**src/rtl/alu_share_arbiter.sv**
```systemverilog
// alu_share_arbiter: round-robin sequencer sharing one combinational ALU between two requesters
module alu_share_arbiter #(
  parameter int WIDTH = 16,
  parameter int OPW = 3,
  parameter int EXEC_CYCLES = 1
) (
  input  logic             Clk,
  input  logic             Reset,
  input  logic             Req0_Valid,
  output logic             Req0_Ready,
  input  logic [WIDTH-1:0] Req0_Operand1,
  input  logic [WIDTH-1:0] Req0_Operand2,
  input  logic [OPW-1:0]   Req0_Opcode,
  input  logic             Req0_Shift,
  input  logic             Req1_Valid,
  output logic             Req1_Ready,
  input  logic [WIDTH-1:0] Req1_Operand1,
  input  logic [WIDTH-1:0] Req1_Operand2,
  input  logic [OPW-1:0]   Req1_Opcode,
  input  logic             Req1_Shift,
  output logic             Rsp0_Valid,
  input  logic             Rsp0_Ready,
  output logic [WIDTH-1:0] Rsp0_Result,
  output logic             Rsp0_Zero,
  output logic             Rsp1_Valid,
  input  logic             Rsp1_Ready,
  output logic [WIDTH-1:0] Rsp1_Result,
  output logic             Rsp1_Zero,
  output logic [WIDTH-1:0] Operand1,
  output logic [WIDTH-1:0] Operand2,
  output logic [OPW-1:0]   Alu_Opcode,
  output logic             Shift,
  input  logic [WIDTH-1:0] Alu_Result,
  input  logic             Alu_Zero,
  output logic             Busy
);
  typedef enum logic [1:0] {IDLE, EXEC, RESP} state_t;
  state_t           state_q, state_d;
  logic [3:0]       cnt_q, cnt_d;
  logic             owner_q, owner_d;
  logic             last_q, last_d;
  logic [WIDTH-1:0] op1_q, op1_d;
  logic [WIDTH-1:0] op2_q, op2_d;
  logic [OPW-1:0]   opc_q, opc_d;
  logic             shift_q, shift_d;
  logic [WIDTH-1:0] res_q, res_d;
  logic             zero_q, zero_d;
  logic             any_req;
  logic             grant;
  logic             idle;
  assign idle = state_q == IDLE;
  assign any_req = Req0_Valid | Req1_Valid;
  assign grant = (Req0_Valid & Req1_Valid) ? ~last_q : Req1_Valid;
  assign Req0_Ready = idle & any_req & ~grant;
  assign Req1_Ready = idle & any_req & grant;
  assign Rsp0_Valid = state_q == RESP && !owner_q;
  assign Rsp1_Valid = state_q == RESP && owner_q;
  assign Rsp0_Result = res_q;
  assign Rsp1_Result = res_q;
  assign Rsp0_Zero = zero_q;
  assign Rsp1_Zero = zero_q;
  assign Operand1 = op1_q;
  assign Operand2 = op2_q;
  assign Alu_Opcode = opc_q;
  assign Shift = shift_q;
  assign Busy = !idle;
  always_comb begin
    state_d = state_q;
    cnt_d = cnt_q;
    owner_d = owner_q;
    last_d = last_q;
    op1_d = op1_q;
    op2_d = op2_q;
    opc_d = opc_q;
    shift_d = shift_q;
    res_d = res_q;
    zero_d = zero_q;
    if (idle && any_req) begin
      state_d = EXEC;
      owner_d = grant;
      last_d = grant;
      cnt_d = 4'(EXEC_CYCLES - 1);
      op1_d = grant ? Req1_Operand1 : Req0_Operand1;
      op2_d = grant ? Req1_Operand2 : Req0_Operand2;
      opc_d = grant ? Req1_Opcode : Req0_Opcode;
      shift_d = grant ? Req1_Shift : Req0_Shift;
    end else if (state_q == EXEC) begin
      cnt_d = cnt_q == 4'd0 ? cnt_q : cnt_q - 4'd1;
      state_d = cnt_q == 4'd0 ? RESP : EXEC;
      res_d = cnt_q == 4'd0 ? Alu_Result : res_q;
      zero_d = cnt_q == 4'd0 ? Alu_Zero : zero_q;
    end else if (state_q == RESP && (owner_q ? Rsp1_Ready : Rsp0_Ready)) begin
      state_d = IDLE;
    end
  end
  always_ff @(posedge Clk) begin
    if (Reset) begin
      state_q <= IDLE;
      cnt_q <= '0;
      owner_q <= 1'b0;
      last_q <= 1'b1;
      op1_q <= '0;
      op2_q <= '0;
      opc_q <= '0;
      shift_q <= 1'b0;
      res_q <= '0;
      zero_q <= 1'b0;
    end else begin
      state_q <= state_d;
      cnt_q <= cnt_d;
      owner_q <= owner_d;
      last_q <= last_d;
      op1_q <= op1_d;
      op2_q <= op2_d;
      opc_q <= opc_d;
      shift_q <= shift_d;
      res_q <= res_d;
      zero_q <= zero_d;
    end
  end
endmodule

```
**config.mk**
```make
export PLATFORM = sky130hd
export DESIGN_NAME = alu_share_arbiter
export DESIGN_NICKNAME = d
export VERILOG_FILES = /design/src/rtl/alu_share_arbiter.sv
export SDC_FILE = /design/constraint.sdc
export NUM_CORES = 1
export LEC_CHECK = 0
export CAP_MARGIN = 20
export CORE_ASPECT_RATIO = 1.75
export CORE_UTILIZATION = 40
export DETAILED_ROUTE_END_ITERATION = 6
export GPL_ROUTABILITY_DRIVEN = 0
export HOLD_SLACK_MARGIN = 0.05
export MAX_ROUTING_LAYER = met4
export PLACE_DENSITY = 0.92
export SLEW_MARGIN = 20
export SYNTH_ARGS = -nofsm -noshare
export SYNTH_HDL_FRONTEND = slang
export SYNTH_SLANG_ARGS = --single-unit
```
**constraint.sdc**
```tcl
create_clock -name Clk -period 3.3 [get_ports Clk]
set_clock_uncertainty 0.1 [all_clocks]
set_input_delay 0.66 -clock Clk [delete_from_list [all_inputs] [get_ports Clk]]
set_output_delay 0.66 -clock Clk [all_outputs]
set_load 0.02 [all_outputs]
```
Word-level counts from Yosys, hierarchy flattened
Cells that the tools add are included.
Operators by class
  add/subtract/negate cells: 1
  reduce and logical (&&, ||, !) cells: 13
  eq/ne operators: 2
  bitwise operators: 9
  muxes and demuxes: 10
Operators with widths (count)
  $mux W16: 2
  $mux W2: 3
  $and A1 B1 Y1: 4
  $logic_and A1 B1 Y1: 4
  $logic_not A4 Y1: 1
  $mux W1: 4
  $not A1 Y1: 4
  $sub A4 B1 Y4 const B: 1
  $mux W3: 1
  $reduce_and A3 Y1: 1
  $reduce_bool A3 Y1: 1
  $eq A2 B1 Y1 const B: 1
  $eq A2 B2 Y1 const B: 1
  $logic_not A1 Y1: 2
  $logic_not A2 Y1: 1
  $reduce_and A2 Y1: 1
  $reduce_bool A2 Y1: 1
  $reduce_or A2 Y1: 1
  $or A1 B1 Y1: 1
Storage, ports and cells
  logic and storage cells: 46
  input port bits: 95
  flip-flop bits (word level): 61
  output and inout port bits: 75

Depth between registers and ports, before layout
  depth after elaboration: 5
  mapped depth: 6
  gate-level depth less buffers: 5

Worst setup path after synthesis
No wires, ideal clock.
  path type: input to output
  start point: input port Req0_Valid
  end point: output port Req0_Ready
  stages on the path: 3
  arrival: 1.592 ns
  path slack: 0.948 ns
  data required time: 2.540 ns
  path buffers: 1
  path through: nor3b_2 > clkbuf_1 > and2_1
On the way
  word-level cells in the longest chain between the ends: 4
Ends and longest elaborated chain
  from (decl): line 9  | input logic Req0_Valid,
  $and A1 B1 Y1: line 53  | assign grant = (Req0_Valid & Req1_Valid) ? ~last_q : Req1_Valid;
  $mux W1: line 53
  $not A1 Y1: line 54  | assign Req0_Ready = idle & any_req & ~grant;
  $and A1 B1 Y1 *: line 54
  to (decl): line 10  | output logic Req0_Ready,
Mark *: on every way between the ends. The rest lies on a longest branch, timed or not.

Final worst setup path
  start point: input port Req1_Valid
  end point: output port Req1_Ready
On the way
  word-level cells in the longest chain between the ends: 3
Ends and longest elaborated chain
  from (decl): line 15  | input logic Req1_Valid,
  $or A1 B1 Y1 or $and A1 B1 Y1 (tied branches): line 52, 53
  $and A1 B1 Y1 or $mux W1 (tied branches): line 55, 53
  $and A1 B1 Y1 *: line 55  | assign Req1_Ready = idle & any_req & grant;
  to (decl): line 16  | output logic Req1_Ready,
Marked as above.

==> results by group <==
Timing
  • Slew at the pin closest to its max-slew limit: 0.8223 ns
  • Fin crit share: around 90%
  • Slew headroom: 45.12%
  • Final setup margin: 0.2455 ns
  • Fmax: 327.4 MHz
  • Max-slew violations: 0
  • RSZ-0062 raised after global routing: no
  • Min Tclk post-route: slightly above 3 ns
  • Endpoints failing setup: 0
  • Fin. Hold Viols: 0
  • Final setup TNS: 0 ns

Power and ir drop
  • Net Sw Power: 0.6612 mW
  • Cell Pwr Density: 522.7 nW/µm²
  • Leakage power total: 1.686 nW
  • Net Sw Frac: 26.52%
  • Clock Power Share: between 40% and 50%
  • Worst VDD drop: 0.3708 mV
  • Cell internal pwr: 1.832 mW
  • Reg power frac: ~34%
  • Gate power share: roughly a quarter

Clocking
  • Clk buf depth: 2
  • Post-CTS Setup Inserts: 0
  • TritonCTS Buffers: 9
  • CTS Hold Bufs: 0
  • CTS clock-pin slew for the worst setup and hold paths: 0.05 ns
  • Clock root buffer: clkbuf_16
  • Post-CTS resize count: 0
  • Num Clock Sinks: 61
  • TritonCTS clock tree: done
  • Clock Latency Late Sink: 0.32 ns
  • CTS H-tree lvls: 3

Global route
  • Vias in the first global route: 3107
  • Global-route wire length before repair: 14990 µm
  • Met1 Usage GRT: 27.09%
  • Largest net degree at the start of global routing: between 40 and 50
  • Most Crowded Layer GR: met2
  • Grt ovf: 0
  • Routing usage on met3: under 10%
  • Met2 usage in global routing: 48.23%
  • Antenna violations before repair: 0
  • Total GRT Usage: 26.98%

Logic synthesis
  • Yosys cell types: 39
  • Post-Syn Nets: 410
  • Syn Inst Count: approximately 310
  • Post-Synth Simple-Gate Area: 22.93%
  • Yosys reg bits: 61
  • Post-synthesis sequential area ratio: 42.88%
  • Main combinational cell family by area after synthesis: compound AO/OA/AOI/OAI gates
  • Post-synthesis mux area share: less than 1%
  • Post-Syn Area: roughly 2800 µm²
  • Area share of fa/ha/maj cells after synthesis: 0.4394%
  • Compound-Gate Fraction of Synth Area: 23.29%
  • XOR/XNOR share of the synthesized area: 0%
  • Post-Syn Area per Cell: between 9 and 10 µm²
  • Yosys warning count: 0

Drt
  • Vias: 3090
  • DRC errors left: 0
  • Wire per inst: approximately 18 µm
  • Drt total wl: 9660 µm
  • Routed Antenna Nets: 0
  • First-pass DRT Iterations: 4
  • Drt via density: 5.691
  • Detailed Route Iter0 Violations: 330

Die
  • Core Footprint: 6857 µm²
  • DIE AREA: around 7500 µm²
  • Die Y: 113.6 µm
  • Die W: 65.78 µm
  • Cell row count: 40
  • Initial core utilization: roughly two fifths
  • Ports: 170

Placed design
  • Placed inst area: 4443 µm²
  • Port Buffers: 169
  • DP Wirelength: 6770 µm
  • Cells after DPL: 527
  • DP Worst Slack: roughly 0.27 ns

Hold path
  • Hold Path Class: flip-flop to flip-flop
  • Hold path cells: 1

Finish
  • Final cell count without fillers: between 500 and 600
  • Design Area, Final: approximately 4800 µm²
  • Final nets: 550
  • # diodes: 0
  • Commonest non-fill, non-tap cells in the layout: clkdlybuf4s50_1, dfxtp_1, o21ai_0
  • Final Core Density: 69.56%
  • Layout fillers: 542
  • Most common cell after layout, fill and taps aside: clkdlybuf4s50_1
  • Share of cells above drive strength 1: 9.586%
  • Layout area overhead: 67.49%

Setup path
  • CP required: 2.54 ns
  • Critical Path Sink Type: output pin
  • WP data arrival: 2.29 ns
  • CP startpoint kind: input port
  • Crit Path Class: input port to output pin
  • Worst reg-to-reg path cell count: 3
  • Worst Path Max Fanout: 4

Job
  • Max-cap violations: 0

Status
  • Status: completed
[routing by layer]
| metal | wire, µm | vias up |
|---|---|---|
| li1 | - | 1451 |
| met1 | 3435 | 1469 |
| met2 | 5407 | 145 |
| met3 | 516 | 25 |
| met4 | 301 | 0 |
| met5 | 0 | - |
[flip-flops by register name, indices dropped and copies added (netlist names)]
register,flops
last_q,1
Rsp0_Zero,1
Alu_Opcode,3
Operand2,16
owner_q,1
cnt_q,4
state_q,2
Rsp0_Result,16
Shift,1
Operand1,16
[per-stage QoR]
stage,hold slack (ns),power [mW]
finish,0.3880,2.493
global route,0.3980,2.587
CTS,0.3864,2.513
detailed placement,0.3759,1.491
global placement,0.3716,1.474
floorplan,0.3582,1.178
[power groups by stage]
| stage | registers, mW | logic, mW | clock network, mW |
|---|---|---|---|
| 2_1_floorplan | 0.932 | 0.246 | 0 |
| 3_3_place_gp | 0.862 | 0.613 | 0 |
| 3_5_place_dp | 0.865 | 0.626 | 0 |
| 4_1_cts | 0.852 | 0.629 | 1.03 |
| 5_1_grt | 0.860 | 0.664 | 1.06 |
| 6_report | 0.852 | 0.627 | 1.01 |
[kinds of logic (layout without fill, tap and decap cells)]
logic type                 Yosys count  count (layout)
AOI/OAI and AO/OA                  102             102
and+or+nand+nor                     96              96
muxes                                1               1
DFF                                 61              61
adders and majority gates            1               1
buffers and inverters               53             198
[synthesized netlist by cell type (all sizes together)]
cell,count,share of area (%)
a211o,1,0.31
a21o,1,0.26
a21oi,22,3.9
a221o,19,7.1
a311oi,1,0.31
a31oi,17,3.7
and2,2,0.44
and3b,1,0.31
buf,25,6.4
clkbuf,25,3.3
dfxtp,61,43
ha,1,0.44
inv,3,0.40
mux2i,1,0.35
nand2,2,0.26
nand2b,1,0.22
nand3,35,6.2
nand3b,17,4.5
nor2,4,0.53
nor2b,1,0.22
nor3,1,0.18
nor3b,5,2.1
nor4b,19,5.8
o21ai,38,6.7
o21ba,1,0.35
o21bai,1,0.26
o221a,1,0.40
or2,1,0.22
or2b,1,0.26
or3,1,0.22
or3b,3,1.0
or4,2,0.53
[worst paths after layout]
path | startpoint | slack [ns] | endpoint
worst max-delay path | Req1_Valid | 0.25 | Req1_Ready
worst min-delay path | Operand2[8] | 0.39 | Operand2[8]
worst max register to register | state_q[0] | 1.30 | cnt_q[3]
worst min register to register | Operand2[8] | 0.39 | Operand2[8]
[critical path, stage by stage]
cell             delay, ns
clkdlybuf4s50_1       0.51
or3b_1                0.38
nor2_1                0.12
clkdlybuf4s50_1       0.62
[area by class of cell]
cell class                      count  area, µm²  share of cell area, %
Clock buffer                       12      256.5                  5.378
Clock inverter                      4      70.07                  1.469
Inverter                            3      11.26                 0.2361
Multi-Input combinational cell    200       1344                  28.17
Sequential cell                    61       1221                  25.60
Tap cell                           84      105.1                  2.204
Timing Repair Buffer              179       1762                  36.94
No activity file was read; power rests on OpenSTA's default activity.
==> variant 1 (same flow settings) <==
`OPW`: 3 -> 5.
--- a/src/rtl/alu_share_arbiter.sv
+++ b/src/rtl/alu_share_arbiter.sv
@@ -2,5 +2,5 @@
 module alu_share_arbiter #(
   parameter int WIDTH = 16,
-  parameter int OPW = 3,
+  parameter int OPW = 5,
   parameter int EXEC_CYCLES = 1
 ) (
Interface: changed (resized Alu_Opcode, Req0_Opcode and Req1_Opcode); port bits go from 170 to 176. No check against the original RTL was run, so the function may have changed too.
==> variant 1 against the unedited design <==
Area after synthesis is 5.9% higher. Critical endpoint unchanged. Wire length increased by 0.53%. Setup slack got worse by 0.028 ns. Synthesized cell count increased by 2.5%. Count of clock-buffer cells in the layout is 1 lower. Fmax fell by 0.91%. Core utilization down 0.98 points. Design area rose by 4.0%. Sequential power increased by 2.9%. Sequential cell count up 2. Non-clock buffer count is 7 higher. Power down 1.5%. Via count grew 1.4%. Global-route usage shrank 1.1 points.
==> variant 1: results (changes against the unedited design) <==
Clocking
  • Setup Buffers After CTS: 0 (unchanged)
  • CTS H-Tree Depth: 3 (unchanged)
  • CTS Root Buffer Type: clkbuf_16
  • CTS buffer count: 9 (unchanged)
  • Clock slew at reported path FFs: 0.05 ns (about the same)
  • Clk Latency, worst-skew pair: 0.32 ns (about the same)
  • Resized Gates After CTS: 0 (unchanged)

Power and ir drop
  • Sequential cell power: 0.000877 W (+2.9%)
  • Combinational-cell power consumption: 0.000647 W (+3.2%)
  • Leakage: 1.74 nW (+3.0%)
  • P_int: 0.00178 W (-2.6%)
  • Maximum VDD drop: 0.551 mV (+49%)

Worst hold path
  • HP Class: reg -> reg
  • Hold path start: Operand2[11]
  • Hold path depth: 1 (unchanged)
  • Worst Hold End: Operand2[11]

Critical path
  • CP arrival: 2.32 ns (+0.03 ns)
  • Reg-to-reg endpoint: Operand2[8]
  • Flop-to-flop setup slack: 1.25 ns (-0.05 ns)
  • Reg-to-Reg Start: state_q[0]
  • Worst R2R Path Depth: 4 (+1)

Detailed routing
  • DR WL met2: 5.20 mm (-3.9%)
  • DRT iter0 DRCs: 222 (-33%)
  • TritonRoute pass-1 iters: 4 (unchanged)
  • Met3 routed wirelength: 514 um (-0.39%)
  • DRT met1 WL: 3.61 mm (+5.1%)
  • Vias/cell: 5.63 (-1.0%)
  • Wirelength per Cell: 17.5 um (-1.8%)
  • Max layer used: met4
  • Drt total wl: 9.71 mm (+0.53%)

STA
  • Worst-Margin Slew: 0.797 ns (-0.0253 ns)
  • Final Hold Violating Endpoints: 0 (unchanged)

Placement
  • Placed Cells: 541 (+2.7%)
  • IO buf count: 175 (+3.6%)
  • Hpwl dp: 6.97 mm (+3.0%)

GRT
  • Met2 GRT Util: 0.439 (-0.0434)
  • Antenna violations before repair: 0 (unchanged)
  • GR Layer Usage met1: 0.272 (+0.00132)
  • Pin count of the biggest net entering global routing: 39 (-19%)
  • Vias in the first global route: 3140 (+1.1%)
  • First-pass GRT wire length: 14.9 mm (-0.55%)
  • Gr usage total: 0.259 (-0.0111)
  • Met3 Usage GRT: 0.0601 (+0.00608)

Cells and area
  • Fin nets: 566 (+2.9%)
  • Fillcell total: 564 (+4.1%)
  • Share of post-route cells with drive strength above 1: 0.109 (+0.0127)

Run status
  • Status: finished clean

Yosys
  • Synth unique cells: 36 (-7.7%)
  • Largest cells by area after synthesis: dfxtp_1, nor4b_2, a221o_1, o21ai_0, nand3_1
  • Mean Syn Cell Area: 9.37 sq um (+3.3%)
  • Syn Nets: 422 (+2.9%)
  • Syn. warnings: 0 (unchanged)
  • Register area share after synthesis: 0.418 (-0.0107)
  • Commonest cells in the netlist: dfxtp_1, o21ai_0, nand3_1
-- variant 1: cell count changes after synthesis, sizes merged, moves of 2 or more --
cell    unedited run  this run
nor4b             19        21
clkbuf            25        20
dfxtp             61        63
buf               25        33
a221o             19        21
-- variant 1: logic make-up after synthesis --
logic type      count (synthesis)  synth area share
compound gates                103             0.218
fa+ha+maj                       1           0.00415
buf+inv                        57             0.105
flops                          63             0.418
mux                             2           0.00705
simple gates                   96             0.248
-- variant 1: worst max-delay path by stage --
stage	end	startpoint
2_1_floorplan	Req1_Ready	Req1_Valid
3_3_place_gp	Req1_Ready	Req1_Valid
3_5_place_dp	Req1_Ready	Req1_Valid
4_1_cts	Req1_Ready	Req1_Valid
5_1_grt	Req1_Ready	Req1_Valid
6_report	Req1_Ready	Req1_Valid
-- variant 1: cell type report --
class	count	area, sq um	area share
Tap cell	86	108	0.0217
Clock inverter	4	45.0	0.00908
Clock buffer	11	253	0.0509
Timing Repair Buffer	186	1830	0.369
Sequential cell	63	1260	0.254
Multi-Input combinational cell	202	1450	0.292
Inverter	4	15.0	0.00303
-- variant 1: worst max-delay path, stage by stage --
cell	delay, ns
clkdlybuf4s50_1	0.50
or3b_1	0.37
nor2_1	0.15
clkdlybuf4s50_1	0.63
-- variant 1: stage by stage --
step / total power (W) / area, sq um / hold slack [ns] / setup WS (ns) / utilization
2_1_floorplan: 0.00122 / 3020 / 0.358 / 0.938 / -
3_3_place_gp: 0.00152 / 4660 / 0.367 / 0.226 / 0.645
3_5_place_dp: 0.00154 / 4660 / 0.376 / 0.213 / 0.645
4_1_cts: 0.00248 / 4960 / 0.390 / 0.204 / 0.686
5_1_grt: 0.00256 / 4960 / 0.401 / 0.131 / 0.686
6_report: 0.00246 / 4960 / 0.390 / 0.218 / 0.686
==> variant 2 (same settings) <==
Made on the original files. Re-encode `state_t` (3 states) as one-hot, 3 bits wide.
--- a/src/rtl/alu_share_arbiter.sv
+++ b/src/rtl/alu_share_arbiter.sv
@@ -35,5 +35,5 @@
   output logic             Busy
 );
-  typedef enum logic [1:0] {IDLE, EXEC, RESP} state_t;
+  typedef enum logic [2:0] {IDLE = 3'b001, EXEC = 3'b010, RESP = 3'b100} state_t;
   state_t           state_q, state_d;
   logic [3:0]       cnt_q, cnt_d;
Check against the original RTL: no difference found for any inputs over 10 cycles, from zero or initial values and one cycle with Reset high; not proved beyond that.
==> variant 2 against the unedited design <==
Design area hardly changed. Sequential cell count rose by 1. Synthesized cell count stayed put. Area after synthesis increased by 1.4%. Wire length is 5.9% lower. Setup slack got worse by 0.0032 ns. Cell count up 0.18%. Clock power decreased by 7%. Power increased by 2.9%.
==> variant 2: results (changes against the unedited design) <==
Run status
  • Status: finished clean

GRT
  • Met3 Usage GRT: 0.0528 (-0.00121)
  • Met2 GRT Util: 0.436 (-0.0463)
  • First-pass GRT wire length: 14.1 mm (-6.0%)
  • Antenna violations before repair: 0 (unchanged)
  • Gr usage total: 0.250 (-0.0194)
  • Pin count of the biggest net entering global routing: 38 (-21%)
  • Vias in the first global route: 3047 (-1.9%)

Detailed routing
  • DR WL met2: 4.83 mm (-11%)
  • DRT met1 WL: 3.31 mm (-3.6%)
  • Met3 routed wirelength: 603 um (+17%)
  • Drt total wl: 9.09 mm (-5.9%)
  • Vias: 3059 (-1.0%)

Cells and area
  • Final clock-cell share: 0.0635 (-0.00493)
  • Share of post-route cells with drive strength above 1: 0.0957 (-0.000208)
  • Inverter count: 41 (+38)
  • Fillcell total: 540 (-0.37%)
  • Register area: 1240 sq um (+1.6%)
  • Area of the multi-input gates: 1210 sq um (-9.9%)
  • Data buffer area share: 0.368 (-0.00181)
  • Clock buffers: 13 (+1)
  • Fin nets: 551 (+0.18%)
  • Bufs w/o clock: 177 (-1.1%)
  • Multi-Input Combinational: 164 (-18%)
  • Seq Cell Count: 62 (+1.6%)

Power and ir drop
  • Combinational-cell power consumption: 0.000727 W (+16%)
  • Maximum VDD drop: 0.360 mV (-2.9%)
  • Net switching power: 0.000741 W (+12%)
  • Leakage: 1.84 nW (+8.9%)
  • Clock share of power: 0.368 (-0.039)

Critical path
  • Worst R2R Path Depth: 5 (+2)
  • Reg-to-reg endpoint: Operand2[4]
  • Critical path endpoint: Req0_Ready
  • Reg-to-Reg Start: state_q[0]
  • Flop-to-flop setup slack: 1.36 ns (+0.06 ns)
  • Slowest stage delay, CP: 0.68 ns (+0.06 ns)

STA
  • Hold Slack: 0.388 ns (+0.000153 ns)
  • Slew HR: 0.631 (+0.180)

Clocking
  • CTS Root Buffer Type: clkbuf_16

Placement
  • Hpwl dp: 6.42 mm (-5.2%)

Yosys
  • Commonest cells in the netlist: dfxtp_1, inv_1, a221o_1
  • Synth Area in Adders: 0.00433 (-0.0000628)
  • Synth unique cells: 37 (-5.1%)
  • Largest cells by area after synthesis: dfxtp_1, a221o_1, nor4_1, buf_4, inv_1
  • Register area share after synthesis: 0.430 (+0.000801)
  • Post-synthesis compound-gate area fraction: 0.223 (-0.0103)
  • Post-synthesis mux area share: 0.00346 (-0.0000502)

Worst hold path
  • Hold path start: Operand2[9]
  • Worst Hold End: Operand2[9]
==> variant 2: changes by cell type in the layout (fill, tap and decap cells not counted), moves of 10 or more <==
cell and change:
a221o_1 +27, a221o_2 -10, a31oi_1 -17, inv_1 +37, nand3_1 -17, nand3b_1 -17, nor4_1 +26, nor4_2 +10
nor4b_1 -19, o21ai_0 -16
==> variant 2: through the flow <==
| stage | std cells | worst slack [ns] | util | power, W | instance area [sq um] |
|---|---|---|---|---|---|
| 6_report | 544 | 0.242 | 0.690 | 0.00257 | 4770 |
| 5_1_grt | 544 | 0.214 | 0.690 | 0.00267 | 4770 |
| 4_1_cts | 544 | 0.263 | 0.690 | 0.00258 | 4770 |
| 3_5_place_dp | 528 | 0.268 | 0.646 | 0.00163 | 4460 |
| 3_3_place_gp | 528 | 0.397 | 0.646 | 0.00161 | 4460 |
| 2_1_floorplan | 314 | 0.861 | - | 0.00130 | 2890 |
